**config.mk**
```make
export PLATFORM = sky130hd
export DESIGN_NAME = reg_wb_ctrl
export DESIGN_NICKNAME = d
export VERILOG_FILES = /design/src/rtl/reg_wb_ctrl.sv
export SDC_FILE = /design/constraint.sdc
export NUM_CORES = 1
export LEC_CHECK = 0
export ABC_AREA = 0
export BUFFER_PORTS_ARGS = -buffer_cell sky130_fd_sc_hd__buf_2
export CORE_MARGIN = 8
export CORE_UTILIZATION = 59
export CTS_CLUSTER_SIZE = 30
export DETAILED_ROUTE_END_ITERATION = 10
export PLACE_DENSITY = 0.84
export SETUP_SLACK_MARGIN = 0.05
export SLEW_MARGIN = 5
export SYNTH_ARGS = -nofsm -noshare
export SYNTH_HDL_FRONTEND = slang
export SYNTH_SLANG_ARGS = --single-unit
```
**constraint.sdc**
```tcl
create_clock -name clk -period 4.8 [get_ports clk]
set_clock_uncertainty 0.05 [all_clocks]
set_input_delay 1.44 -clock clk [delete_from_list [all_inputs] [get_ports clk]]
set_output_delay 1.44 -clock clk [all_outputs]
set_load 0.02 [all_outputs]
```
**src/rtl/reg_wb_ctrl.sv**
```systemverilog
// Write-back and hazard controller for the 8x8 register array.
// Carries write requests through DEPTH in-flight stages into a WB stage and stalls issue on hazards.
`timescale 1ns/1ps

module reg_wb_ctrl #(
    parameter int DEPTH = 2
) (
    input  logic       clk,
    input  logic       rst_n,
    input  logic       id_valid,
    input  logic [2:0] id_rn_sel,
    input  logic       id_uses_r0,
    input  logic       id_uses_rn,
    input  logic       id_wr_r0,
    input  logic       id_wr_rn,
    input  logic [2:0] id_src,
    input  logic       flush,
    output logic       id_stall,
    output logic [1:0] ra_ctrl,
    output logic [2:0] ra_s8,
    output logic [2:0] ra_rn_sel,
    output logic       busy,
    output logic [7:0] stall_cnt
);

    localparam int         WB     = DEPTH + 1;
    localparam logic [2:0] SRC_RN = 3'b110;

    // Index WB holds the write-back stage; 1..DEPTH are the in-flight stages.
    logic [WB:1] st_valid;
    logic [WB:1] st_wr_r0;
    logic [WB:1] st_wr_rn;
    logic [2:0]  st_sel [1:WB];
    logic [2:0]  st_src [1:WB];

    logic       accept;
    logic [7:0] pend;
    logic       wb_needs_rn;
    logic       haz_r0;
    logic       haz_rn;
    logic       haz_sel;

    function automatic logic [7:0] dest_mask(input logic       v,
                                             input logic       wr_r0,
                                             input logic       wr_rn,
                                             input logic [2:0] sel);
        logic [7:0] m;
        m = 8'h00;
        if (v) begin
            if (wr_r0 && wr_rn)
                m = 8'hFF;
            else if (wr_r0)
                m = 8'h01;
            else if (wr_rn)
                m = 8'(1) << sel;
        end
        return m;
    endfunction

    assign accept = id_valid & ~id_stall & ~flush & (id_wr_r0 | id_wr_rn);

    always_ff @(posedge clk or negedge rst_n) begin
        if (!rst_n) begin
            st_valid <= '0;
            st_wr_r0 <= '0;
            st_wr_rn <= '0;
            for (int i = 1; i <= WB; i++) begin
                st_sel[i] <= 3'd0;
                st_src[i] <= 3'd0;
            end
        end else begin
            st_valid[1] <= accept;
            st_wr_r0[1] <= id_wr_r0;
            st_wr_rn[1] <= id_wr_rn;
            st_sel[1]   <= id_rn_sel;
            st_src[1]   <= id_src;
            // A flush kills stage DEPTH too, so nothing advances into WB on that edge.
            for (int i = 2; i <= WB; i++) begin
                st_valid[i] <= st_valid[i-1] & ~flush;
                st_wr_r0[i] <= st_wr_r0[i-1];
                st_wr_rn[i] <= st_wr_rn[i-1];
                st_sel[i]   <= st_sel[i-1];
                st_src[i]   <= st_src[i-1];
            end
        end
    end

    always_comb begin
        pend = 8'h00;
        for (int i = 1; i <= WB; i++)
            pend = pend | dest_mask(st_valid[i], st_wr_r0[i], st_wr_rn[i], st_sel[i]);
    end

    assign wb_needs_rn = st_valid[WB] & (st_wr_rn[WB] | (st_src[WB] == SRC_RN));
    assign ra_rn_sel   = wb_needs_rn ? st_sel[WB] : id_rn_sel;

    assign haz_r0   = id_uses_r0 & pend[0];
    assign haz_rn   = id_uses_rn & pend[id_rn_sel];
    // The array has a single RN selector, so WB owning it blocks any other RN read.
    assign haz_sel  = id_uses_rn & wb_needs_rn & (st_sel[WB] != id_rn_sel);
    assign id_stall = id_valid & (haz_r0 | haz_rn | haz_sel);

    assign ra_ctrl = st_valid[WB] ? {st_wr_rn[WB], st_wr_r0[WB]} : 2'b00;
    assign ra_s8   = st_valid[WB] ? st_src[WB] : 3'b000;
    assign busy    = |st_valid;

    always_ff @(posedge clk or negedge rst_n) begin
        if (!rst_n)
            stall_cnt <= 8'd0;
        else if (id_stall && (stall_cnt != 8'hFF))
            stall_cnt <= stall_cnt + 8'd1;
    end

endmodule

```
==> reports/metrics.csv <==
stage,metric,value,unit
setup_path,worstPathRequired,3.31,ns
grt,grt_pass1_wl,6.90,mm
clock_network,root_buffer,clkbuf_4,
routing,antenna_left,0,
setup_path,rr_worst_depth,7,
synth,synth_fp_nets,173,
die,core-area,2780,um^2
setup_path,cpMostUsedCell,buf_2,
synth,synthFlopType,dfrtp_1,
final_layout,area_growth,15.2,%
synth,netlist_instances,158,
placement,hpwl,2.98,mm
synth,synth_area_leaders,"dfrtp_1, o21ai_0, xnor2_1",
pwr,p_leak,0.909,nW
die,die_w,70.3,um
synth,synth.distinct_cells,41,
timing,fin_hold_ws,0.309,ns
status,status,"finished, final reports clean",
clock_network,cts_tree,yes,
final_layout,fill_cells,203,
clock_network,cts_max_path_buffers,2,
routing,drc,0,
timing,min_period,4.38,ns
final_layout,layout.nets,208,
synth,syn_area,1740,um^2
routing,routed_wl,3.98,mm
pwr,irDropWorstVdd,0.000446,V
timing,fin_crit_sh,91.2,%
routing,dr_total_vias,1335,
routing,routedWlPerCell,17.7,um
timing,setup_tns,0,ns
setup_path,cp_data_arrival_time,2.89,ns
die,ios,32,
clock_network,clock-sinks,35,
pwr,totalPowerFinal,0.733,mW
die,die_area,4940,um^2
timing,max_slew_margin,50.8,%
clock_network,clkSlewWorstSetupHoldPaths,0.11,ns
clock_network,cts_buffers,5,
setup_path,cp-endpoint,id_stall,
die,initial_core_util,62.6,%
clock_network,holdBufCountCts,0,
setup_path,critPathKind,input pin to output pin,
synth,synth.most_common_cell,dfrtp_1,
setup_path,regToRegSetupSlack,2.53,ns
synth,ys_seq_area_share,50.3,%
final_layout,diodes,0,
grt,grt_max_degree,36,
synth,yosys.area.top_type,dfrtp_1,
synth,synth-async-reset-ratio,100,%
die,num_rows,19,
timing,report.final.setup_viol,0,
grt,grt_pass1_vias,1385,
routing,drtIter0Drc,79,
setup_path,crit_start,id_rn_sel[0],
timing,max_slew.worst_pin.slew,0.738,ns
clock_network,cts_setup_buffers,0,
grt,grt_usage,17.2,%
clock_network,cts_resized,0,
final_layout,drive_gt1_share,27.8,%
grt,grt_antenna_before_repair,0,
min_path,min_path_type,register to register,
setup_path,crit_path_start_kind,input pin,
timing,rsz0062_at_grt,false,
synth,avgSynthCellArea,11.0,um^2
timing,slew_violations,0,
setup_path,r2r_start,st_sel[0]$_DFF_PN0_,
setup_path,worstPathCellList,buf_2 -> inv_1 -> a221oi_2 -> o221ai_2 -> a32oi_2 -> o21ai_4 -> and2_2 -> buf_2,
synth,ys_seq_elements,35,
synth,yosys_warnings,0,
timing,hold_viol_final,0,
clock_network,htree_num_levels,2,
routing,viasPerCell,5.93,
routing,drt_pass1_iterations,4,
die,die_y,70.3,um
setup_path,end_kind,output pin,
timing,fmax,228,MHz
placement,numPortBuffers,31,
pwr,cellPowerDensity,366,nW/um^2
synth,yosys.area.top_type_share,50.3,%
clock_network,clkLatencyLatePin,0.34,ns
setup_path,crit_slowest_cell,a32oi_2,
setup_path,critPathMaxFanout,9,
setup_path,reg2reg_to,stall_cnt[1]$_DFFE_PN0P_,
setup_path,slowest_delay,0.28,ns
synth,synth-edff-count,0,
flow_run,cap_violations,0,
synth,synth_common_cells,"dfrtp_1, o21ai_0, xnor2_1",
grt,globalRoute.totalOverflow,0,
placement,routabilityCongestion,0.990,
per-stage QoR:
stage / cells / cell area (um^2) / util (%) / worst slack (ns)
detailed placement: 217 / 1910 / 68.8 / 0.438
global placement: 217 / 1910 / 68.8 / 0.467
floorplan: 158 / 1740 / - / 0.851
global route: 225 / 2000 / 72.1 / 0.314
finish: 225 / 2000 / 72.1 / 0.421
CTS: 225 / 2000 / 72.1 / 0.420
cell usage in the layout (no fill, tap or decap), types with 2 or more instances in the layout:
| cell type | instances |
|---|---|
| a41oi_2 | 2 |
| and3b_1 | 4 |
| nor2_1 | 5 |
| and2_1 | 6 |
| nor3b_1 | 9 |
| o21ai_0 | 20 |
| inv_1 | 8 |
| a221oi_2 | 2 |
| nand2_1 | 9 |
| buf_2 | 31 |
| clkbuf_4 | 5 |
| xnor2_1 | 10 |
| nor2b_1 | 2 |
| nand4_1 | 6 |
| nor4b_1 | 3 |
| dfrtp_1 | 35 |
| nand3_1 | 5 |
| a31oi_1 | 6 |
routing by layer:
| metal | GRT usage [%] | wire length (um) | vias up |
|---|---|---|---|
| li1 | - | - | 658 |
| met2 | 26.0 | 1920 | 37 |
| met5 | 0 | 0 | - |
| met3 | 6.07 | 223 | 2 |
| met1 | 22.3 | 1830 | 638 |
| met4 | 5.80 | 14 | 0 |
flip-flops by register name, indices dropped and copies added (netlist names):
name       flops
st_sel         9
st_wr_rn       3
stall_cnt      8
st_wr_r0       3
st_valid       3
st_src         9
power by group:
group / switching (mW) / internal, mW
clock network: 0.104 / 0.126
registers: 0.0418 / 0.324
logic: 0.0799 / 0.0583
total: 0.225 / 0.508
cell type report:
cell class / count / area (um^2) / area share (%)
Sequential cell: 35 / 876 / 43.7
Multi-Input combinational cell: 111 / 811 / 40.4
Timing Repair Buffer: 31 / 155 / 7.74
Clock buffer: 6 / 51.3 / 2.56
Clock inverter: 2 / 38.8 / 1.94
Tap cell: 31 / 38.8 / 1.94
Inverter: 9 / 33.8 / 1.69
logic make-up (layout without fill, tap and decap cells):
| family | after synthesis | count (layout) | share of synthesized area, % |
|---|---|---|---|
| buffers and inverters | 12 | 48 | 3.09 |
| AOI/OAI and AO/OA | 39 | 39 | 17.0 |
| muxes | 1 | 1 | 0.862 |
| adders and majority gates | 1 | 1 | 0.719 |
| DFF | 35 | 35 | 50.3 |
| and+or+nand+nor | 60 | 60 | 22.9 |
| xor gates and xnor gates | 10 | 10 | 5.03 |
how the worst min path moves through the flow:
stage	from	endpoint	slack, ns	cells after the start
3_3_place_gp	st_src[6]$_DFF_PN0_	st_src[3]$_DFF_PN0_	0.28	0
2_1_floorplan	st_src[3]$_DFF_PN0_	st_src[0]$_DFF_PN0_	0.28	0
3_5_place_dp	st_src[5]$_DFF_PN0_	st_src[2]$_DFF_PN0_	0.29	0
5_1_grt	st_src[5]$_DFF_PN0_	st_src[2]$_DFF_PN0_	0.32	0
6_report	st_src[5]$_DFF_PN0_	st_src[2]$_DFF_PN0_	0.31	0
4_1_cts	st_src[5]$_DFF_PN0_	st_src[2]$_DFF_PN0_	0.31	0
critical path, delay by kind of cell:
| kind | cells | cell delay (ns) |
|---|---|---|
| AOI/OAI and AO/OA | 4 | 0.78 |
| buffers and inverters | 3 | 0.44 |
| and+or+nand+nor | 1 | 0.22 |
(Power assumes the default switching activity.)
